`config.mk`:
```
export PLATFORM = sky130hd
export DESIGN_NAME = stopwatch_time_counter
export DESIGN_NICKNAME = d
export VERILOG_FILES = /design/src/rtl/stopwatch_pkg.sv /design/src/rtl/stopwatch_tick_prescaler.sv /design/src/rtl/stopwatch_time_counter.sv
export SDC_FILE = /design/constraint.sdc
export NUM_CORES = 1
export LEC_CHECK = 0
export BUFFER_PORTS_ARGS = -buffer_cell sky130_fd_sc_hd__buf_2
export CORE_MARGIN = 1
export CORE_UTILIZATION = 40
export DETAILED_ROUTE_END_ITERATION = 16
export SETUP_SLACK_MARGIN = 0.15
export SYNTH_ARGS = -nofsm -noshare
export SYNTH_HDL_FRONTEND = slang
export SYNTH_HIERARCHICAL = 1
export SYNTH_SLANG_ARGS = --single-unit
export TNS_END_PERCENT = 100
```
`constraint.sdc`:
```
create_clock -name clk -period 2.2 [get_ports clk]
set_input_delay 0.22 -clock clk [delete_from_list [all_inputs] [get_ports clk]]
set_output_delay 0.22 -clock clk [all_outputs]
set_load 0.03 [all_outputs]
```
`src/rtl/stopwatch_pkg.sv`:
```
// Shared stopwatch definitions: control-FSM status encodings, time limits and BCD helpers.
// Imported by stopwatch_tick_prescaler and stopwatch_time_counter.
package stopwatch_pkg;

  typedef enum logic [1:0] {
    ST_IDLE    = 2'b00,
    ST_RUNNING = 2'b01,
    ST_PAUSED  = 2'b10,
    ST_ILLEGAL = 2'b11
  } status_e;

  localparam int unsigned SEC_MAX               = 59;
  localparam int unsigned MAX_MIN_DEFAULT       = 99;
  localparam int unsigned TICKS_PER_SEC_DEFAULT = 100_000_000;

  localparam int unsigned SEC_W = 6;
  localparam int unsigned MIN_W = 7;
  localparam int unsigned OUT_W = 8;

  // Two packed BCD digits as presented on the readout bus.
  typedef struct packed {
    logic [3:0] tens;
    logic [3:0] units;
  } bcd2_t;

  function automatic bcd2_t bcd_to_digits(input int unsigned v);
    bcd2_t r;
    r.tens  = 4'(v / 10);
    r.units = 4'(v % 10);
    return r;
  endfunction

  function automatic bcd2_t bcd_inc(input bcd2_t v);
    bcd2_t r;
    if (v.units == 4'd9) begin
      r.units = 4'd0;
      r.tens  = v.tens + 4'd1;
    end else begin
      r.units = v.units + 4'd1;
      r.tens  = v.tens;
    end
    return r;
  endfunction

endpackage

```
`src/rtl/stopwatch_tick_prescaler.sv`:
```
// Divides clk down to a one-cycle tick every TICKS_PER_SEC enabled cycles.
// The count is frozen while enable is low so a partial second survives a pause.
module stopwatch_tick_prescaler
  import stopwatch_pkg::*;
#(
  parameter int unsigned TICKS_PER_SEC = TICKS_PER_SEC_DEFAULT
) (
  input  logic clk,
  input  logic rst_n,
  input  logic clear,
  input  logic enable,
  output logic tick
);

  localparam int unsigned CW = $clog2(TICKS_PER_SEC);
  localparam logic [CW-1:0] TERM = CW'(TICKS_PER_SEC - 1);

  logic [CW-1:0] cnt_q;
  logic [CW-1:0] cnt_d;

  // Tick is combinational so the consumer can register it alongside the time update.
  assign tick = enable && !clear && (cnt_q == TERM);

  always_comb begin
    cnt_d = cnt_q;
    if (clear) begin
      cnt_d = '0;
    end else if (enable) begin
      cnt_d = tick ? '0 : cnt_q + CW'(1);
    end
  end

  always_ff @(posedge clk or negedge rst_n) begin
    if (!rst_n) begin
      cnt_q <= '0;
    end else begin
      cnt_q <= cnt_d;
    end
  end

endmodule

```
`src/rtl/stopwatch_time_counter.sv`:
```
// Elapsed-time counter (MAX_MIN:59 max) driven by the stopwatch control FSM.
// Define STOPWATCH_BCD_OUT_EN to keep and present seconds/minutes as packed BCD.
module stopwatch_time_counter
  import stopwatch_pkg::*;
#(
  parameter int unsigned TICKS_PER_SEC = TICKS_PER_SEC_DEFAULT,
  parameter int unsigned MAX_MIN       = MAX_MIN_DEFAULT
) (
  input  logic             clk,
  input  logic             rst_n,
  input  logic             enable_count,
  input  logic [1:0]       status,
  output logic [OUT_W-1:0] seconds,
  output logic [OUT_W-1:0] minutes,
  output logic             sec_tick,
  output logic             rollover
);

  logic clear_c;
  logic count_c;
  logic tick_c;
  logic sec_at_max_c;
  logic min_at_max_c;

  logic sec_tick_q;
  logic sec_tick_d;
  logic rollover_q;
  logic rollover_d;

  // Illegal status 11 holds like PAUSED; IDLE clears regardless of enable_count.
  assign clear_c = (status == ST_IDLE);
  assign count_c = enable_count && (status != ST_IDLE) && (status != ST_ILLEGAL);

  stopwatch_tick_prescaler #(
    .TICKS_PER_SEC (TICKS_PER_SEC)
  ) u_prescaler (
    .clk    (clk),
    .rst_n  (rst_n),
    .clear  (clear_c),
    .enable (count_c),
    .tick   (tick_c)
  );

`ifdef STOPWATCH_BCD_OUT_EN
  localparam bcd2_t SEC_MAX_BCD = bcd_to_digits(SEC_MAX);
  localparam bcd2_t MIN_MAX_BCD = bcd_to_digits(MAX_MIN);

  bcd2_t sec_q;
  bcd2_t sec_d;
  bcd2_t min_q;
  bcd2_t min_d;

  assign sec_at_max_c = (sec_q == SEC_MAX_BCD);
  assign min_at_max_c = (min_q == MIN_MAX_BCD);

  always_comb begin
    sec_d = sec_q;
    min_d = min_q;
    if (clear_c) begin
      sec_d = '0;
      min_d = '0;
    end else if (tick_c) begin
      if (sec_at_max_c) begin
        sec_d = '0;
        min_d = min_at_max_c ? '0 : bcd_inc(min_q);
      end else begin
        sec_d = bcd_inc(sec_q);
      end
    end
  end

  assign seconds = sec_q;
  assign minutes = min_q;
`else
  logic [SEC_W-1:0] sec_q;
  logic [SEC_W-1:0] sec_d;
  logic [MIN_W-1:0] min_q;
  logic [MIN_W-1:0] min_d;

  assign sec_at_max_c = (sec_q == SEC_W'(SEC_MAX));
  assign min_at_max_c = (min_q == MIN_W'(MAX_MIN));

  always_comb begin
    sec_d = sec_q;
    min_d = min_q;
    if (clear_c) begin
      sec_d = '0;
      min_d = '0;
    end else if (tick_c) begin
      if (sec_at_max_c) begin
        sec_d = '0;
        min_d = min_at_max_c ? '0 : min_q + MIN_W'(1);
      end else begin
        sec_d = sec_q + SEC_W'(1);
      end
    end
  end

  assign seconds = {{(OUT_W - SEC_W){1'b0}}, sec_q};
  assign minutes = {{(OUT_W - MIN_W){1'b0}}, min_q};
`endif

  // Event pulses line up with the edge that commits the new time.
  always_comb begin
    sec_tick_d = 1'b0;
    rollover_d = 1'b0;
    if (!clear_c && tick_c) begin
      sec_tick_d = 1'b1;
      rollover_d = sec_at_max_c && min_at_max_c;
    end
  end

  always_ff @(posedge clk or negedge rst_n) begin
    if (!rst_n) begin
      sec_q      <= '0;
      min_q      <= '0;
      sec_tick_q <= 1'b0;
      rollover_q <= 1'b0;
    end else begin
      sec_q      <= sec_d;
      min_q      <= min_d;
      sec_tick_q <= sec_tick_d;
      rollover_q <= rollover_d;
    end
  end

  assign sec_tick = sec_tick_q;
  assign rollover = rollover_q;

endmodule

```
==> results of run 1 <==
cell families (layout without fill, tap and decap cells):
group           Yosys count  in the layout  synth area share
flops                    42             42             0.431
buf+inv                  21             66            0.0472
fa+ha+maj                 3              3            0.0154
simple gates            119            120             0.276
mux                       3              3            0.0128
compound gates           75             75             0.197
xor+xnor                  5              5            0.0180
other cells               1              3           0.00154
state kept, by name (all words and copies together) (netlist names):
name               count
rollover               1
sec_q                  6
min_q                  7
u_prescaler/cnt_q     27
sec_tick               1
metal layers:
layer / part of all wire / GRT usage / vias up / routed length, µm
met2: 0.49 / 0.313 / 38 / 2860
li1: - / - / 1103 / -
met3: 0.028 / 0.0343 / 5 / 165
met1: 0.47 / 0.273 / 1099 / 2740
met4: 0.0081 / 0.0589 / 0 / 47
met5: 0 / 0 / - / 0
power by group:
part / leakage, µW / internal [µW] / switching, µW / total, µW
Combinational: 0.000677 / 48.9 / 91.9 / 141
Clock: 0.0000579 / 334 / 271 / 605
Sequential: 0.000583 / 780 / 5.04 / 785
Total: 0.00132 / 1160 / 368 / 1530
repair_timing:
action                                  CTS  global route
hold endpoints to repair                 15             0
cloned                                    1             0
gates resized for setup                   7            11
endpoints found under the setup margin   18            26
hold buffers                              1             0
pin swaps                                 3             5
buffers inserted                          1             3
per-stage QoR:
stage / cells / hold WS (ps) / instance area, µm²
final: 392 / 308 / 3030
after global routing: 392 / 338 / 3030
after CTS: 389 / 304 / 2950
after detailed placement: 378 / 158 / 2790
after global placement: 378 / 156 / 2790
after floorplan: 271 / -75.6 / 2450
synth_stat cells, types with 2 or more instances:
| master | instances | area (µm²) |
|---|---|---|
| nor4b_1 | 2 | 17.5 |
| a21oi_1 | 22 | 110 |
| buf_2 | 4 | 20.0 |
| and2_1 | 2 | 12.5 |
| and3_1 | 5 | 31.3 |
| mux2i_1 | 2 | 20.0 |
| nand2b_1 | 6 | 37.5 |
| nand3b_1 | 2 | 15.0 |
| nor2_1 | 19 | 71.3 |
| ha_1 | 3 | 37.5 |
| nand2_1 | 26 | 97.6 |
| or4_1 | 2 | 15.0 |
| clkbuf_1 | 6 | 22.5 |
| a41oi_1 | 4 | 35.0 |
| nand4_1 | 11 | 68.8 |
| buf_4 | 3 | 22.5 |
| xor2_1 | 4 | 35.0 |
| inv_1 | 4 | 15.0 |
| o2111ai_1 | 2 | 17.5 |
| or3_1 | 2 | 12.5 |
| nand3_2 | 3 | 30.0 |
| dfrtp_1 | 42 | 1050 |
| nor3_1 | 8 | 40.0 |
| a311oi_1 | 2 | 17.5 |
| o21ai_0 | 12 | 60.1 |
| a31oi_1 | 21 | 131 |
| nand3_1 | 16 | 80.1 |
| nor4_1 | 3 | 18.8 |
layout make-up:
type | count | area share
Timing Repair Buffer | 54 | 0.128
Clock buffer | 5 | 0.0227
Tap cell | 75 | 0.0310
Multi-Input combinational cell | 209 | 0.453
Inverter | 4 | 0.00495
Sequential cell | 42 | 0.347
Clock inverter | 3 | 0.0132
worst max-delay path, delay by kind of cell (launching register included):
kind / cells / cell delay, ps
AOI/OAI and AO/OA: 1 / 130
buffers and inverters: 1 / 140
DFF: 1 / 390
and+or+nand+nor: 7 / 1380
worst paths after layout:
path	from	end	cells past startpoint
setup / recovery	u_prescaler/cnt_q[11]	min_q[4]	9
hold / removal	status[0]	min_q[5]	3
setup reg to reg	u_prescaler/cnt_q[11]	min_q[4]	9
hold reg to reg	u_prescaler/cnt_q[25]	u_prescaler/cnt_q[25]	1
max in group asynchronous	rst_n	u_prescaler/cnt_q[8]	3
min in group asynchronous	rst_n	u_prescaler/cnt_q[24]	2
==> summary.md, run 1 <==
| Metric | Value |
|---|---|
| Status | finished, final reports clean |
| Place WS | -92.4 ps |
| Post-synthesis cell area | 2440 µm² |
| FFs w/ async S/R, synth | 1.00 |
| Register area | 1050 µm² |
| Root Driver | clkbuf_8 |
| Final Setup Violations | 0 |
| Slew @ Worst Pin | 545 ps |
| Vias in the first global route | 2059 |
| Synth Warn # | 6 |
| Commonest non-fill, non-tap cell in the layout | dfrtp_1 |
| Leak | 0.00132 µW |
| Pin count of the biggest net entering global routing | 44 |
| Post-Route WL | 5820 µm |
| R2R Setup Slk | 90 ps |
| Initial antenna violation count | 0 |
| RSZ-0062 raised after global routing | true |
| Synth Register Bits | 42 |
| Critical path peak fanout | 5 |
| Setup crit end kind | flip-flop |
| IO Pins | 23 |
| Estimated wirelength of the detail-placed design | 4050 µm |
| # port buffers | 19 |
| Die width | 80.0 µm |
| DR vias/cell | 5.73 |
| Required @ worst endpoint | 2430 ps |
| Share of cells above drive strength 1 | 0.287 |
| # nets final | 324 |
| Clock tree sinks | 42 |
| Clock Skews | 10.0 ps |
| WS Path Type | flip-flop to flip-flop |
| Syn_area_per_cell | 9.06 µm² |
| Row cnt | 28 |
| Wirelength per Cell | 14.8 µm |
| Cells after Synth | 269 |
| Startpoint Class | flip-flop |
| Starting Density | 0.414 |
| Register area share after synthesis | 0.431 |
| # fillers | 578 |
| Vias post-DR | 2245 |
| Number of synthesized flops with an enable pin | 0 |
| Slew Limit Fails | 0 |
| Gr ovfl total | 0 |
| Hold crit path type | input pin to flip-flop |
| Maximum clock rate | 473 MHz |
| Final Hold Viols | 0 |
| Rel. slew slack | 0.633 |
| TritonCTS buffer count | 5 |
| Final worst slack | 87.1 ps |
| TritonCTS clock tree | done |
| First-pass GRT wire length | 9830 µm |
| Core box area | 5890 µm² |
| GPL Wtd Cong | 0.874 |
| DRT iter0 DRCs | 121 |
| Maximum vdd ir drop | 0.323 mV |
| Diodes inserted | 0 |
| Commonest cells after routing, fill and taps aside | dfrtp_1 (41), buf_4 (31), nand2_1 (25), a31oi_1 (21) |
| Crit-path max cell delay | 550 ps |
| Insertion delay of the later-clocked pin in the worst-skew pair | 290 ps |
| Clock buffer depth | 2 |
| Max-Cap Viols | 0 |
| Crit path time final | 2110 ps |
| Setup_tns | 0 ps |
| Period utilisation layout | 0.960 |
| ANT nets after route | 0 |
| Drc violations | 0 |
| Final design utilization | 0.515 |
| Netlist cell types | 59 |
| Total power | 1530 µW |
| Slowest stage cell, crit path | or4_4 |
| Worst EP arrival | 2340 ps |
| First drt pass iteration count | 4 |
| Pwr per Cell Area | 505 nW/µm² |
| CTS H-tree lvls | 2 |
| Die ar. | 6410 µm² |
| Die H | 80.0 µm |
| Prevailing post-synth register cell | dfrtp_1 |
| GRT Overall Usage | 0.197 |
| Layout area overhead | 24.4% |
| Crit-path cells | or4_4 > nor4_4 > nand2_1 > nor2_2 > nand2_2 > buf_4 > and2b_2 > nand3_1 > a21oi_1 |
| Area of the multi-input gates | 1370 µm² |
| Worst-path clk slew | 90 ps |
Power figures use the tool's default switching activity.
==> run 2: changes to the inputs <==
--- a/config.mk
+++ b/config.mk
@@ -6,7 +6,7 @@
 export NUM_CORES = 1
 export LEC_CHECK = 0
 export BUFFER_PORTS_ARGS = -buffer_cell sky130_fd_sc_hd__buf_2
-export CORE_MARGIN = 1
+export CORE_MARGIN = 3
 export CORE_UTILIZATION = 40
 export DETAILED_ROUTE_END_ITERATION = 16
 export SETUP_SLACK_MARGIN = 0.15
==> run 2 against run 1 <==
Cell area rose by 5.6%. Clock power fell by 21%. Count of clock-buffer cells in the layout rose by 2. Sequential share of layout area fell by 1.9 points. Critical endpoint is now u_prescaler/cnt_q[21]. Largest power group unchanged.
==> summary.md, run 2 (synthesis results as in run 1) <==
| Metric | Value |
|---|---|
| # nets final | 333 |
| Most flops, register | u_prescaler/cnt_q |
| CP Depth | 10 |
| Crit-path max cell delay | 560 ps |
| Worst Hold Endpoint | min_q[5] |
| Setup crit end kind | flip-flop |
| Pin count of the biggest net entering global routing | 44 |
| Core box area | 5710 µm² |
| Die H | 84.0 µm |
| Biggest registers after layout | u_prescaler/cnt_q x27, min_q x7, sec_q x6 |
| Gr ovfl total | 0 |
| Hold Path Stages | 3 |
| ANT nets after route | 0 |
| Clock Skews | 3.69 ps |
| DR vias/cell | 5.78 |
| Row cnt | 27 |
| Maximum vdd ir drop | 0.447 mV |
| Estimated wirelength of the detail-placed design | 4120 µm |
| WS Path Type | flip-flop to flip-flop |
| R2r worst-path depth | 10 |
| Worst-path clk slew | 80 ps |
| Clock buffer depth | 2 |
| First-pass GRT wire length | 10100 µm |
| Drc violations | 0 |
| Die width | 84.0 µm |
| DRT iter0 DRCs | 132 |
| Most frequent CP cell | buf_6 |
| Register area | 1050 µm² |
| Insertion delay of the later-clocked pin in the worst-skew pair | 290 ps |
| Startpoint Class | flip-flop |
| TritonCTS buffer count | 5 |
| Buffers & Inverters on Critical Path | 5 |
| TritonCTS clock tree | done |
| Worst hold start | status[0] |
| Total power | 1430 µW |
| Initial antenna violation count | 0 |
| Wirelength per Cell | 15.8 µm |
| CP delay by family, top | simple AND/OR/NAND/NOR gates |
| R2R Setup Slk | 10 ps |
| Place WS | -190 ps |
| Critical path peak fanout | 2 |
| Root Driver | clkbuf_8 |
| Slew Limit Fails | 0 |
| Max-Cap Viols | 0 |
| GPL Wtd Cong | 0.820 |
| Clock tree sinks | 42 |
| Share of cells above drive strength 1 | 0.363 |
| Diodes inserted | 0 |
| Slowest stage cell, crit path | or4_4 |
| Die ar. | 7060 µm² |
| Vias post-DR | 2294 |
| Worst EP arrival | 2370 ps |
| Pwr per Cell Area | 446 nW/µm² |
| Final worst slack | 11.0 ps |
| Maximum clock rate | 457 MHz |
| First drt pass iteration count | 4 |
| Origin of the critical flop-to-flop path | u_prescaler/cnt_q[19] |
| Post-Route WL | 6270 µm |
| Final Setup Violations | 0 |
| Starting Density | 0.427 |
| # fillers | 503 |
| Status | finished, final reports clean |
| Area of the multi-input gates | 1470 µm² |
| Max reg flops | 27 |
| Worst flop-to-flop path endpoint | u_prescaler/cnt_q[21] |
| IO Pins | 23 |
| Leak | 0.00138 µW |
| Commonest cells after routing, fill and taps aside | dfrtp_1 (42), buf_4 (36), nand2_1 (24), a31oi_1 (21), buf_2 (19) |
| Crit path time final | 2190 ps |
| Hold crit path type | input pin to flip-flop |
| Crit-path cells | or4_4 > nor4_4 > nand2_2 > buf_6 > buf_6 > buf_6 > buf_6 > buf_6 > or4b_4 > o22ai_2 |
| Vias in the first global route | 2119 |
| # port buffers | 19 |
| Required @ worst endpoint | 2380 ps |
| RSZ-0062 raised after global routing | true |
| Period utilisation layout | 0.995 |
| CTS H-tree lvls | 2 |
| Final Hold Viols | 0 |
| Commonest non-fill, non-tap cell in the layout | dfrtp_1 |
| Layout area overhead | 31.4% |
| GRT Overall Usage | 0.174 |
==> run 2: layout make-up <==
class                      instances  area share
tap                               72      0.0281
timing repair buffer              64       0.155
inverter                           4     0.00469
multi-input combinational        208       0.460
sequential                        42       0.328
clock buffer                       7      0.0238
==> run 2: repair_timing <==
item / CTS / global route
resized for setup: 11 / 36
setup endpoints to repair: 16 / 29
pin swaps: 8 / 8
hold endpoints to repair: 9 / 0
hold buffers: 1 / 0
setup buffers: 9 / 0
gates cloned: 0 / 1
==> run 2: routing by layer <==
layer	wire, µm	share of wire	vias to the layer above	global-route usage
met5	0	0	-	0
met4	78	0.012	0	0.0556
met3	279	0.045	9	0.0296
met2	2930	0.47	52	0.272
met1	2980	0.48	1107	0.243
li1	-	-	1126	-
==> run 2: worst register-to-register path, cell delays in order (launching register included) <==
cell	delay, ps
dfrtp_1	390
or4_4	560
nor4_4	200
nand2_2	130
buf_6	140
buf_6	100
buf_6	100
buf_6	100
buf_6	100
or4b_4	190
o22ai_2	60
==> run 2: how the worst max path moves through the flow <==
stage                                 end  slack [ps]                  start
floorplan                        min_q[6]        -130  u_prescaler/cnt_q[11]
global placement                 min_q[3]         -10  u_prescaler/cnt_q[17]
detailed placement               min_q[2]        -190  u_prescaler/cnt_q[17]
CTS                              min_q[2]         -30  u_prescaler/cnt_q[19]
global route                     min_q[2]        -110  u_prescaler/cnt_q[19]
finish              u_prescaler/cnt_q[21]          10  u_prescaler/cnt_q[19]
==> run 2: stage by stage <==
step                cells  cell area, µm²  hold slack [ps]   util  TNS, ps
floorplan             271            2450            -75.6      -     -464
global placement      379            2820              110  0.493    -23.6
detailed placement    379            2820              109  0.493     -411
CTS                   396            3020              258  0.529    -27.2
global route          397            3200              287  0.561     -708
finish                397            3200              263  0.561        0
==> run 2: where the power goes <==
part / switching, µW / leakage [µW] / internal [µW]
combinational: 108 / 0.000760 / 58.8
sequential: 5.14 / 0.000585 / 780
clock: 256 / 0.0000383 / 219
total: 369 / 0.00138 / 1060
==> run 3: changes to the inputs <==
--- a/config.mk
+++ b/config.mk
@@ -9,6 +9,7 @@
 export CORE_MARGIN = 3
 export CORE_UTILIZATION = 40
 export DETAILED_ROUTE_END_ITERATION = 16
+export GPL_TIMING_DRIVEN = 0
 export SETUP_SLACK_MARGIN = 0.15
 export SYNTH_ARGS = -nofsm -noshare
 export SYNTH_HDL_FRONTEND = slang
==> run 3 against run 2 <==
Sequential power grew 1%. Sequential cell count is the same. Power decreased by 0.92%. Count of clock-buffer cells in the layout unchanged. Cell area fell by 3.7%. Core utilization shrank 2.1 points. Fmax down 5.1%. The flow now finishes with violations (negative setup slack). Routed wire length rose by 1.2%. Critical path type unchanged. Largest cell class unchanged. Critical path depth shrank 1. Highest routed layer unchanged. Die area is the same.
==> summary.md, run 3 (synthesis results as in run 1) <==
| Metric | Value |
|---|---|
| Failing checks | negative setup slack |
| Worst EP arrival | 2520 ps |
| Wirelength per Cell | 16.1 µm |
| Gr ovfl total | 0 |
| Final worst slack | -106 ps |
| Setup crit end kind | flip-flop |
| Final Setup Violations | 18 |
| Die H | 84.0 µm |
| Worst-path clk slew | 70 ps |
| Switch share | 0.257 |
| Startpoint Class | flip-flop |
| Final Hold Viols | 0 |
| Diodes inserted | 0 |
| Root Driver | clkbuf_8 |
| Flop pwr share | 0.561 |
| Switch Pwr | 363 µW |
| Slew @ Worst Pin | 935 ps |
| Slew Limit Fails | 0 |
| Layout area overhead | 26.6% |
| GRT Overall Usage | 0.184 |
| Required @ worst endpoint | 2410 ps |
| Clk pwr share | 0.335 |
| Pwr per Cell Area | 459 nW/µm² |
| Commonest non-fill, non-tap cell in the layout | dfrtp_1 |
| Post-Route WL | 6340 µm |
| GPL Wtd Cong | 0.842 |
| Clock tree sinks | 42 |
| Leak | 0.00133 µW |
| Clock Skews | 6.89 ps |
| Drc violations | 0 |
| First-pass GRT wire length | 10600 µm |
| TritonCTS clock tree | done |
| Critical path peak fanout | 10 |
| Logic pwr share | 0.104 |
| Die ar. | 7060 µm² |
| Initial antenna violation count | 0 |
| Status | finished, violations left |
| Pin count of the biggest net entering global routing | 43 |
| Starting Density | 0.427 |
| Vias in the first global route | 2127 |
| Place WS | -476 ps |
| Hold crit path type | input pin to async pin |
| Share of cells above drive strength 1 | 0.318 |
| # port buffers | 19 |
| Vias post-DR | 2311 |
| # nets final | 329 |
| Max-Cap Viols | 0 |
| Biggest registers after layout | u_prescaler/cnt_q x27, min_q x7, sec_q x6 |
| Crit path time final | 2310 ps |
| WS Path Type | flip-flop to flip-flop |
| # fillers | 535 |
| ANT nets after route | 0 |
| Maximum vdd ir drop | 0.327 mV |
| Clock buffer depth | 2 |
| Die width | 84.0 µm |
| Pint | 1050 µW |
| Most flops, register | u_prescaler/cnt_q |
| Estimated wirelength of the detail-placed design | 4030 µm |
| First drt pass iteration count | 4 |
| Period utilisation layout | 1.05 |
| Core box area | 5710 µm² |
| CTS H-tree lvls | 2 |
| DR vias/cell | 5.88 |
| TritonCTS buffer count | 5 |
| RSZ-0062 raised after global routing | true |
| DRT iter0 DRCs | 176 |
| Commonest cells after routing, fill and taps aside | dfrtp_1 (37), nand2_1 (23), buf_2 (23), a31oi_1 (21) |
| Max reg flops | 27 |
| Hold WS | 68.6 ps |
| IO Pins | 23 |
| Maximum clock rate | 434 MHz |
| Insertion delay of the later-clocked pin in the worst-skew pair | 290 ps |
| Row cnt | 27 |
| Rel. slew slack | 0.377 |
-- run 3: changes by cell type in the layout (fill, tap and decap cells not counted), sizes merged --
| cell | previous run | this run |
|---|---|---|
| buf | 62 | 55 |
| clkbuf | 8 | 12 |
| dlygate4sd3 | 1 | 0 |
-- run 3: per-stage QoR --
step | std cells | instance area (µm²) | util | total power (µW) | TNS, ps
after floorplan | 271 | 2450 | - | 882 | -464
after global placement | 362 | 2630 | 0.461 | 930 | -9250
after detailed placement | 362 | 2630 | 0.461 | 930 | -9390
after CTS | 387 | 2960 | 0.518 | 1420 | -964
after global routing | 393 | 3080 | 0.540 | 1490 | -4020
final | 393 | 3080 | 0.540 | 1410 | -907
-- run 3: power groups by stage --
stage | Clock (µW) | Combinational (µW) | Sequential [µW]
after global placement | 0 | 125 | 806
after global routing | 527 | 167 | 795
after CTS | 494 | 138 | 791
after detailed placement | 0 | 124 | 806
final | 473 | 147 | 793
after floorplan | 0 | 77.9 | 804
-- run 3: layout make-up --
class,instances,area [µm²],area share
multi-input combinational,208,1400,0.455
sequential,42,1060,0.343
buffer,17,138,0.0446
inverter,4,15.0,0.00487
tap,72,90.1,0.0292
clock buffer,7,76.3,0.0248
timing repair buffer,43,303,0.0982
-- run 3: what timing repair did --
| action | 4_1_cts | 5_1_grt |
|---|---|---|
| hold buffers | 0 | 0 |
| resized for setup | 29 | 34 |
| pin swaps | 10 | 6 |
| buffers inserted | 18 | 4 |
| setup endpoints to repair | 39 | 39 |
| gates cloned | 0 | 2 |
-- run 3: final timing paths --
check                                            from               endpoint  slack, ps  cells past startpoint
worst max-delay path            u_prescaler/cnt_q[13]  u_prescaler/cnt_q[17]       -110                      9
worst min-delay path                            rst_n               sec_q[1]         70                      1
worst max register to register  u_prescaler/cnt_q[13]  u_prescaler/cnt_q[17]       -110                      9
worst min register to register  u_prescaler/cnt_q[23]  u_prescaler/cnt_q[23]        520                      1
max in group asynchronous                       rst_n   u_prescaler/cnt_q[3]       1490                      1
min in group clk                            status[0]               min_q[5]        250                      3
-- run 3: routing by layer --
layer  global-route usage  vias to the layer above  part of all wire
met5                    0                        -                 0
met2                0.275                       50              0.47
met3               0.0276                        7             0.047
li1                     -                     1115                 -
met4               0.0673                        0             0.012
met1                0.267                     1139              0.47
-- run 3: critical path: stages, from the launching register on --
cell and delay [ps]:
dfrtp_1 360, clkbuf_2 160, nand4_1 230, nor4_4 90
buf_4 140, buf_4 130, a21oi_2 460, buf_2 320
a41oi_1 160, a31oi_1 170
